[src/rtl/imem_port_arbiter.sv]
// Two-port arbiter in front of the instruction ROM's single async read port.
// Grants one requester per cycle, drives the word address and registers the returned word.
module imem_port_arbiter #(
    parameter int ADDR_W   = 14,
    parameter int DATA_W   = 32,
    parameter int FIX_PRIO = 0,
    parameter int MAX_WAIT = 4
) (
    input  logic              clk,
    input  logic              rst_n,
    input  logic              req0,
    input  logic [31:0]       addr0,
    output logic              gnt0,
    output logic              rvalid0,
    output logic [DATA_W-1:0] rdata0,
    output logic              rerr0,
    input  logic              req1,
    input  logic [31:0]       addr1,
    output logic              gnt1,
    output logic              rvalid1,
    output logic [DATA_W-1:0] rdata1,
    output logic              rerr1,
    output logic [ADDR_W-1:0] mem_a,
    input  logic [DATA_W-1:0] mem_spo
);

    localparam logic [3:0] LP_MAX_WAIT = 4'(MAX_WAIT);

    logic [1:0]        w_req;
    logic [1:0][31:0]  w_addr;
    logic [1:0]        w_gnt;
    logic [1:0]        w_err;
    logic [ADDR_W-1:0] w_mem_a;

    logic       r_last_gnt;
    logic [3:0] r_wait_cnt;

    assign w_req  = {req1, req0};
    assign w_addr = {addr1, addr0};

    // Reset forces both grants low so a read in the reset cycle never issues.
    always_comb begin
        w_gnt = 2'b00;
        if (rst_n) begin
            unique case (w_req)
                2'b01:   w_gnt = 2'b01;
                2'b10:   w_gnt = 2'b10;
                2'b11: begin
                    if (FIX_PRIO != 0)
                        w_gnt = (r_wait_cnt == LP_MAX_WAIT) ? 2'b10 : 2'b01;
                    else
                        w_gnt = r_last_gnt ? 2'b01 : 2'b10;
                end
                default: w_gnt = 2'b00;
            endcase
        end
    end

    always_comb begin
        w_mem_a = '0;
        if (w_gnt[0])
            w_mem_a = addr0[ADDR_W+1:2];
        else if (w_gnt[1])
            w_mem_a = addr1[ADDR_W+1:2];
    end

    assign gnt0  = w_gnt[0];
    assign gnt1  = w_gnt[1];
    assign mem_a = w_mem_a;

    always_ff @(posedge clk) begin
        if (!rst_n) begin
            r_last_gnt <= 1'b1;
            r_wait_cnt <= 4'd0;
        end else begin
            if (|w_gnt)
                r_last_gnt <= w_gnt[1];
            // Starvation count only matters under fixed priority; saturates at the force-grant point.
            if (FIX_PRIO == 0 || w_gnt[1])
                r_wait_cnt <= 4'd0;
            else if (req1 && r_wait_cnt != LP_MAX_WAIT)
                r_wait_cnt <= r_wait_cnt + 4'd1;
        end
    end

    generate
        for (genvar gi = 0; gi < 2; gi++) begin : gen_port
            logic              r_rvalid;
            logic [DATA_W-1:0] r_rdata;
            logic              r_rerr;

            assign w_err[gi] = (w_addr[gi][1:0] != 2'b00) | (|w_addr[gi][31:ADDR_W+2]);

            always_ff @(posedge clk) begin
                if (!rst_n) begin
                    r_rvalid <= 1'b0;
                    r_rdata  <= '0;
                    r_rerr   <= 1'b0;
                end else begin
                    r_rvalid <= w_gnt[gi];
                    if (w_gnt[gi]) begin
                        r_rdata <= w_err[gi] ? '0 : mem_spo;
                        r_rerr  <= w_err[gi];
                    end
                end
            end
        end
    endgenerate

    assign rvalid0 = gen_port[0].r_rvalid;
    assign rdata0  = gen_port[0].r_rdata;
    assign rerr0   = gen_port[0].r_rerr;
    assign rvalid1 = gen_port[1].r_rvalid;
    assign rdata1  = gen_port[1].r_rdata;
    assign rerr1   = gen_port[1].r_rerr;

endmodule

[config.mk]
export PLATFORM = sky130hd
export DESIGN_NAME = imem_port_arbiter
export DESIGN_NICKNAME = d
export VERILOG_FILES = /design/src/rtl/imem_port_arbiter.sv
export SDC_FILE = /design/constraint.sdc
export NUM_CORES = 1
export LEC_CHECK = 0
export CORE_UTILIZATION = 30
export DETAILED_ROUTE_END_ITERATION = 12
export HOLD_SLACK_MARGIN = 0.12
export PLACE_DENSITY = 0.75
export SYNTH_ARGS = -nofsm -noshare
export SYNTH_HDL_FRONTEND = slang
export SYNTH_SLANG_ARGS = --single-unit
[constraint.sdc]
create_clock -name clk -period 1.6 [get_ports clk]
set_input_delay 0.32 -clock clk [delete_from_list [all_inputs] [get_ports clk]]
set_output_delay 0.32 -clock clk [all_outputs]
set_load 0.01 [all_outputs]
## Word level (Yosys, flattened, before mapping)

Cells that the tools add are included.

- Flip-flop bits (word level): 69
- Input port bits: 100
- Output and inout bits: 84
- Word-level logic and storage cells: 24

- Equal/unequal tests: 3
- Mux-type cells: 7
- Bitwise logic cells: 2
- Reductions and logical operators: 5

Operators by type and width:

| kind | count |
|---|---|
| $mux W32 | 2 |
| $reduce_or A16 Y1 | 2 |
| $mux W14 | 2 |
| $pmux W2 S3 | 1 |
| $eq A2 B2 Y1 const B | 2 |
| $mux W2 | 2 |
| $reduce_bool A2 Y1 | 2 |
| $eq A2 B1 Y1 const B | 1 |
| $or A1 B1 Y1 | 2 |
| $reduce_or A2 Y1 | 1 |

## Depth between registers and ports, before layout

Gate-level depths: netlist of the first run.

- Depth after elaboration: 5
- Mapped depth: 6
- Depth with buffers taken out: 4

## Worst setup path before layout of the first run

No wires, ideal clock.

- Kind: flip-flop to output port
- From: register r_last_gnt
- To: output port mem_a[0]
- Arrival: 1.436 ns
- Data required time: 1.280 ns
- Setup slack: -0.156 ns
- Cell stages (with the launch flop): 6
- Cell sequence: dfxtp_1 nand2b_1 and3_1 clkbuf_1 clkbuf_1 a22o_1

RTL lines:

| item | RTL line | text |
|---|---|---|
| start, declared | 35 | `logic r_last_gnt;` |
| start signal, assigned | 77 | `r_last_gnt <= w_gnt[1];` |
| $mux W2 | 52 | `w_gnt = r_last_gnt ? 2'b01 : 2'b10;` |
| $pmux W2 S3 | 45 | `unique case (w_req)` |
| $mux W2 | 44 | `if (rst_n) begin` |
| via gnt0 | 13 | `output logic gnt0,` |
| $mux W14 | 61 | `if (w_gnt[0])` |
| end, declared | 23 | `output logic [ADDR_W-1:0] mem_a,` |

The timed path passes the listed nets, and every way through them passes these cells.

## Worst setup path after layout of the first run

- From: register r_last_gnt
- To: output port mem_a[2]

- Longest elaborated chain between the ends: 5

Ends and longest elaborated chain:

| item | RTL line | text |
|---|---|---|
| $mux W2 (*) | 52 |  |
| $pmux W2 S3 (*) | 45 |  |
| $mux W2 (*) | 44 |  |
| $mux W14 | 63 | `else if (w_gnt[1])` |
| $mux W14 (*) | 61 |  |

Every way passes the cells marked *; elsewhere a longest branch is shown, timed or not.

==> metrics.txt, run 1 <==
area of the multi-input gates 0.00120 mm2; global-route wire length before repair 14,200 um; Mapped Area 0.00249 mm2; Yosys cell types 24; Main synth FF type dfxtp_1; DRT iter0 DRCs 104; Power Total 4010 uW; Reg area 0.00138 mm2; CP top delay family flip-flops; clock skew 0.00878 ns; reg2reg start r_last_gnt; outcome finished with violations; Syn. warnings 0; RSZ-0062 raised after global routing yes; crit path cell chain nand2b_4 -> and3_4 -> buf_6 -> a22o_1 -> buf_2; Max VDD drop 0.000410 V; Final setup viols 36; EDFF count, synth 0; worst-margin pin slew 0.441 ns; vias in the first global route 2,895; R2R depth 7; TritonCTS clock tree done; max frequency 563 MHz; std cell rows 32; Clock Sinks 69; Filler Cell Count 660; drt total wl 9490 um; Syn Inst Count 290; CTS root buffer clkbuf_8; pin count of the biggest net entering global routing 40; Data arrival, critical path 1.46 ns; Min Clock Period, post-route 1.78 ns; setup_tns -3.57 ns; routed len/inst 15.8 um; dpl hpwl 6490 um; Yosys reg bits 69; synthesized net count 390; CP Launch Type flop; Post-synth ARST share 0; critical path capture point type primary output; CP Launch Point r_last_gnt; latest clock arrival within the worst-skew pair 0.33 ns; IO buf count 183; maximum fanout along the worst path 5; slowest stage delay, CP 0.34 ns; Relative slew margins 0.706; via/cell ratio 4.84; total grt overflow 0; die width 93.1 um; # nets final 592; Hold Buf Count CTS 0; failing checks negative setup slack; CORE AREA 0.00789 mm2; n_diodes 0; initial antenna violation count 0; syn avg cell area 8.59 um2; CP Depth 5; Area Overhead vs Synth 107%; Lkg Pwr 0.00230 uW; CTS buffer count 9; Pwr Density 777 mW/mm2; Tcrit/Tclk final 1.11; full die area 0.00867 mm2; CP Class reg -> out; htree depth 3; critical hold path startpoint rdata1[15]; Hold WS 0.449 ns; All-Layer GR Usage 0.212; routability cong. 0.731; R2R Setup Slk -0.15 ns; DRC errors left 0; io pins 184; Slowest cell on crit path dfxtp_2; Final WS setup -0.176 ns; hold crit path type reg -> reg; share of cells above drive strength 1 0.235; starting density of the core 0.316; # Max-Cap Violations 0; final hold violations 0; post-place setup slack -0.671 ns; worst path bufs/invs 2; Die Y 93.1 um; via count 2,897; final antenna-violating net count 0; clock-pin slew on the worst setup and hold paths 0.08 ns; critical path required time 1.28 ns; Clock Path Buffers 2; final slew viol count 0; worst hold stages 2; DRT Pass-1 Iters 4; sequential fraction of the synthesis area 0.554
## state kept, by name (all words and copies together), names as in the netlist
signal and cells:
rdata0 32, r_last_gnt 1, rerr0 1, rerr1 1, rvalid0 1, rvalid1 1, rdata1 32
## synth_stat cells, types with 2 or more instances
master    count  area, um2
buf_6         3       33.8
nand4_1       2       12.5
o21ai_2       6       52.6
and2_1        2       12.5
nor4_1        6       37.5
and3_1        3       18.8
clkbuf_2      3       15.0
or4_1         2       15.0
o21ai_0      34        170
nand2b_1      2       12.5
nand2_1      96        360
o21ai_1      24        120
clkbuf_1     15       56.3
a22o_1       14        123
dfxtp_1      69       1380
## worst paths after layout
path                              endpoint
worst max register to register   rdata1[6]
worst min register to register  rdata1[15]
worst max-delay path              mem_a[2]
worst min-delay path            rdata1[15]
## kinds of logic (layout without fill, tap and decap cells)
| kind of cell | count (synthesis) | after routing | share of synthesized area |
|---|---|---|---|
| buffers and inverters | 21 | 228 | 0.0422 |
| AND/OR/NAND/NOR | 118 | 118 | 0.203 |
| AO/OA/AOI/OAI | 82 | 82 | 0.200 |
| flip-flops | 69 | 69 | 0.554 |
## through the flow
stage | instance area, um2 | cells | util
after floorplan | 2500 | 290 | -
after global placement | 4510 | 570 | 0.572
after detailed placement | 4510 | 570 | 0.572
after CTS | 5040 | 599 | 0.639
after global routing | 5160 | 599 | 0.655
final | 5160 | 599 | 0.655
## report_power, final
group / switching [uW] / leakage, uW / internal [uW]
registers: 4.65 / 0.000557 / 1730
clock network: 654 / 0.000126 / 1120
logic: 200 / 0.00161 / 304
total: 859 / 0.00230 / 3150
## layout by cell type (no fill, tap or decap), types with 2 or more instances in the layout
master           count
bufinv_16            3
buf_12               5
clkbuf_16            2
clkdlybuf4s50_1    131
clkbuf_8            11
and3_1               2
or4_4                2
clkdlybuf4s15_1      3
a22o_1              14
buf_8                2
buf_6                9
o21ai_1             18
nand2_1             96
buf_4               10
nor4_2               3
nor4_1               3
buf_2               14
o21ai_2             42
nand4_1              2
o21ai_0              3
dfxtp_1             68
dlygate4sd2_1       18
a21boi_2             2
dlymetal6s2s_1      15
buf_16               3
## tightest hold or removal path, delay by kind of cell (launching register included)
kind	cells	cell delay (ns)
simple gates	1	0.05
flops	1	0.31
compound gates	1	0.05
## metal layers
| metal | global-route usage | vias up | wire length [um] |
|---|---|---|---|
| met4 | 0.0551 | 0 | 71 |
| met1 | 0.262 | 1373 | 3970 |
| met3 | 0.0610 | 9 | 616 |
| met2 | 0.362 | 118 | 4830 |
| met5 | 0 | - | 0 |
| li1 | - | 1397 | - |
## cell type report
class / instances / area share
Clock buffer: 11 / 0.0293
Clock inverter: 5 / 0.0206
Multi-Input combinational cell: 200 / 0.232
Sequential cell: 69 / 0.268
Tap cell: 102 / 0.0247
Timing Repair Buffer: 212 / 0.425
## what timing repair did
action | 4_1_cts | 5_1_grt
gates cloned | 7 | 2
setup buffers | 6 | 3
endpoints found under the setup margin | 81 | 95
pin swaps | 40 | 10
resized for setup | 156 | 48
(Power assumes the default switching activity.)
==> run 2: changes to the inputs <==
--- a/config.mk
+++ b/config.mk
@@ -5,6 +5,7 @@
 export SDC_FILE = /design/constraint.sdc
 export NUM_CORES = 1
 export LEC_CHECK = 0
+export CORE_MARGIN = 4
 export CORE_UTILIZATION = 30
 export DETAILED_ROUTE_END_ITERATION = 12
 export HOLD_SLACK_MARGIN = 0.12
==> metrics.txt, run 2 (synthesized netlist as in run 1, its figures left out) <==
outcome finished with violations; failing checks negative setup slack; Final Non-Filler Cells 593; Pwr Density 754 mW/mm2; IO buf count 183; Clock Path Buffers 2; maximum fanout along the worst path 8; via/cell ratio 4.78; CP Launch Type flop; CTS root buffer clkbuf_8; Endpoint, Worst Hold rdata1[9]; Filler Cell Count 697; critical path required time 1.87 ns; Clock Sinks 69; RR Endpoint rdata1[19]; clock-pin slew on the worst setup and hold paths 0.07 ns; post-place setup slack -0.699 ns; Final WS setup -0.0916 ns; htree depth 3; pin count of the biggest net entering global routing 22; CP Class reg -> reg; DRT iter0 DRCs 64; crit path cell chain a21boi_2 -> buf_4 -> nand4_1 -> or4_4 -> buf_6 -> buf_16 -> o21ai_2; io pins 184; critical hold path startpoint rdata1[9]; starting density of the core 0.316; TritonCTS clock tree done; final slew viol count 0; Flop pwr share 0.466; # nets final 586; Max VDD drop 0.000457 V; All-Layer GR Usage 0.200; Tcrit/Tclk final 1.06; DRT Pass-1 Iters 4; Min Clock Period, post-route 1.69 ns; switching part of the total 0.219; vias in the first global route 2,948; reg2reg start r_last_gnt; worst-margin pin slew 0.251 ns; clock skew 0.00504 ns; routed len/inst 16.9 um; slowest stage delay, CP 0.49 ns; R2R Setup Slk -0.09 ns; DRC errors left 0; commonest non-fill, non-tap cell in the layout clkdlybuf4s50_1; drt total wl 10,000 um; # Max-Cap Violations 0; hold crit path type reg -> reg; via count 2,837; Final setup viols 32; final antenna-violating net count 0; Area Overhead vs Synth 97.6%; full die area 0.00983 mm2; std cell rows 32; Hold Buf Count CTS 0; latest clock arrival within the worst-skew pair 0.33 ns; Comb pwr share 0.133; routability cong. 0.773; Data arrival, critical path 1.96 ns; final hold violations 0; dpl hpwl 7160 um; n_diodes 0; critical path capture point type flop; Die Y 99.1 um; RSZ-0062 raised after global routing yes; Relative slew margins 0.831; Power Total 3710 uW; Cell Int Power 2900 uW; Clock power frac 0.401; total grt overflow 0; Slowest cell on crit path or4_4; die width 99.1 um; CORE AREA 0.00789 mm2; NetSw 812 uW; worst hold stages 2; global-route wire length before repair 15,400 um; max frequency 591 MHz; most frequent cells in the layout 141 x clkdlybuf4s50_1, 96 x nand2_1, 68 x dfxtp_1; initial antenna violation count 0; Hold WS 0.445 ns; placed cells 568; CTS buffer count 9; Lkg Pwr 0.00202 uW; share of cells above drive strength 1 0.193; R2R depth 7
==> run 2: changes by cell type in the layout (fill, tap and decap cells not counted), sizes merged <==
cell           delta
bufinv            -1
buf               -4
dlymetal6s2s      -9
clkdlybuf4s50    +10
and3              +1
clkdlybuf4s15     -1
dlygate4sd2       -2
==> run 2: routing by layer <==
metal	part of all wire	GRT usage	up-vias
li1	-	-	1389
met1	0.39	0.223	1325
met2	0.53	0.364	115
met3	0.080	0.0659	8
met4	0.0087	0.0515	0
met5	0	0	-
==> run 2: cell type report <==
class                           count  area [um2]  area share
Tap cell                          102         128      0.0259
Timing Repair Buffer              205        2050       0.416
Clock buffer                       12         135      0.0274
Multi-Input combinational cell    201        1160       0.235
Sequential cell                    69        1380       0.281
Clock inverter                      4        72.6      0.0147
==> run 2: power groups by stage <==
stage               Combinational, uW  Sequential, uW  Clock (uW)
floorplan                         133            1770           0
global placement                  517            1770           0
detailed placement                526            1770           0
CTS                               491            1730        1520
global route                      527            1730        1590
finish                            492            1730        1490
==> run 2: repair_timing <==
| item | 4_1_cts | 5_1_grt |
|---|---|---|
| pin swaps | 37 | 6 |
| cloned | 7 | 1 |
| gates resized for setup | 143 | 28 |
| setup buffers | 6 | 0 |
| endpoints found under the setup margin | 82 | 87 |
==> run 2: metrics by stage <==
| step | area [um2] | util | TNS, ns |
|---|---|---|---|
| floorplan | 2500 | - | -0.345 |
| global placement | 4530 | 0.574 | -44.75 |
| detailed placement | 4530 | 0.574 | -46.47 |
| CTS | 4930 | 0.625 | -3.53 |
| global route | 4920 | 0.624 | -6.54 |
| finish | 4920 | 0.624 | -2.13 |
==> run 2: worst max path at each step <==
stage,endpoint,cells past startpoint,slack [ns],from
detailed placement,mem_a[0],6,-0.70,req1
global route,rdata1[0],7,-0.19,r_last_gnt
finish,rdata1[19],7,-0.09,r_last_gnt
floorplan,rerr1,4,-0.07,addr1[0]
global placement,mem_a[11],6,-0.65,req1
CTS,mem_a[0],4,-0.10,r_last_gnt
==> run 2: critical path: cells and delay by family (launching register included) <==
kind / cells / cell delay [ns]
AOI/OAI and AO/OA: 2 / 0.27
buffers and inverters: 3 / 0.44
DFF: 1 / 0.34
and+or+nand+nor: 2 / 0.58
==> run 3: changes to the inputs <==
==> constraint.sdc (replaced) <==
create_clock -name clk -period 1.4 [get_ports clk]
set_input_delay 0.28 -clock clk [delete_from_list [all_inputs] [get_ports clk]]
set_output_delay 0.28 -clock clk [all_outputs]
set_load 0.01 [all_outputs]
==> metrics.txt, run 3 (synthesized netlist as in run 1, its figures left out) <==
Filler Cell Count 660; global-route wire length before repair 15,100 um; clock skew 0.00530 ns; Relative slew margins 0.809; Hold WS 0.444 ns; failing checks negative setup slack; Clock power frac 0.370; Lkg Pwr 0.00256 uW; CTS buffer count 9; die width 99.1 um; slowest stage delay, CP 0.59 ns; drt total wl 10,800 um; std cell rows 32; # nets final 598; CORE AREA 0.00789 mm2; most frequent cells in the layout 83 x dlygate4sd2_1, 76 x clkdlybuf4s50_1, 69 x nand2_1; Final WS setup -0.329 ns; outcome finished with violations; routability cong. 0.777; DRT Pass-1 Iters 5; DRC errors left 0; switching part of the total 0.242; via count 2,978; Flop pwr share 0.472; pin count of the biggest net entering global routing 26; CP Launch Type flop; n_diodes 0; Die Y 99.1 um; clock-pin slew on the worst setup and hold paths 0.07 ns; full die area 0.00983 mm2; vias in the first global route 2,865; share of cells above drive strength 1 0.317; starting density of the core 0.316; via/cell ratio 4.93; NetSw 1020 uW; io pins 184; final slew viol count 0; Area Overhead vs Synth 111%; DRT iter0 DRCs 71; dpl hpwl 7100 um; Max VDD drop 0.000597 V; worst-margin pin slew 0.287 ns; Slowest cell on crit path or4_4; Hold Buf Count CTS 0; crit path cell chain a21boi_2 -> buf_4 -> nand4_1 -> or4_4 -> buf_16 -> o21ai_2; setup_tns -19.58 ns; Cell Int Power 3180 uW; Clock Sinks 69; area of the multi-input gates 0.00137 mm2; Tcrit/Tclk final 1.24; critical path required time 1.66 ns; hold crit path type reg -> reg; Data arrival, critical path 1.99 ns; All-Layer GR Usage 0.195; TritonCTS clock tree done; Clock Path Buffers 2; maximum fanout along the worst path 7; critical path capture point type flop; final antenna-violating net count 0; Reg area 0.00138 mm2; # Max-Cap Violations 0; Min Clock Period, post-route 1.73 ns; IO buf count 183; commonest non-fill, non-tap cell in the layout dlygate4sd2_1; Comb pwr share 0.158; total grt overflow 0; Pwr Density 797 mW/mm2; CP Class reg -> reg; initial antenna violation count 0; routed len/inst 17.8 um; CTS root buffer clkbuf_8; htree depth 3; RSZ-0062 raised after global routing yes; CP top delay family simple AND/OR/NAND/NOR gates; Final setup viols 82; final hold violations 0; worst path bufs/invs 2; latest clock arrival within the worst-skew pair 0.33 ns; max frequency 578 MHz; Final Non-Filler Cells 604; placed cells 571
==> run 3: changes by cell type in the layout (fill, tap and decap cells not counted), moves of 5 or more <==
| cell | delta |
|---|---|
| dlygate4sd2_1 | +67 |
| clkdlybuf4s50_1 | -65 |
| nand2_1 | -27 |
| o21ai_2 | +24 |
| nand2_2 | +17 |
| o21ai_1 | -15 |
| nand2_4 | +10 |
| o21ai_0 | -10 |
| buf_12 | +5 |
==> run 3: final timing paths <==
path	startpoint	depth (start not counted)	slack, ns	end
worst max register to register	r_last_gnt	6	-0.33	rdata1[7]
worst min-delay path	rdata1[31]	2	0.44	rdata1[31]
worst max-delay path	r_last_gnt	6	-0.33	rdata1[7]
worst min register to register	rdata1[31]	2	0.44	rdata1[31]
==> run 3: metal layers <==
| metal | vias to the layer above | global-route usage | part of all wire |
|---|---|---|---|
| met1 | 1420 | 0.227 | 0.40 |
| met3 | 13 | 0.0568 | 0.067 |
| li1 | 1424 | - | - |
| met5 | - | 0 | 0 |
| met2 | 121 | 0.351 | 0.53 |
| met4 | 0 | 0.0441 | 0.0085 |
==> run 3: power groups by stage <==
stage                     combinational (uW)  sequential, uW  clock (uW)
after CTS                                575            1980        1590
after global placement                   605            2020           0
after detailed placement                 613            2020           0
after floorplan                          162            2030           0
after global routing                     700            1980        1680
final                                    664            1980        1550
==> run 3: area by class of cell <==
type                            count  area share
Clock inverter                      6      0.0121
Multi-Input combinational cell    202       0.260
Tap cell                          102      0.0242
Clock buffer                        9      0.0235
Sequential cell                    69       0.263
Timing Repair Buffer              216       0.417
==> run 3: stage by stage <==
stage               setup slack (ns)  total power (uW)  instance area (um2)  utilization
global route                  -0.390              4350                 5260        0.667
detailed placement            -0.892              2640                 4580        0.581
CTS                           -0.315              4150                 4900        0.622
finish                        -0.329              4200                 5260        0.667
floorplan                     -0.229              2190                 2550            -
global placement              -0.829              2630                 4580        0.581
==> run 3: worst register-to-register path, delay by kind of cell (launching register included) <==
kind / cells / cell delay, ns
AO/OA/AOI/OAI: 2 / 0.30
buffers and inverters: 2 / 0.36
flip-flops: 1 / 0.34
AND/OR/NAND/NOR: 2 / 0.67
==> run 3: what timing repair did <==
item / in CTS / in global routing
cloned: 9 / 3
pin swaps: 24 / 33
setup endpoints to repair: 150 / 82
gates resized for setup: 210 / 74
setup buffers: 5 / 7
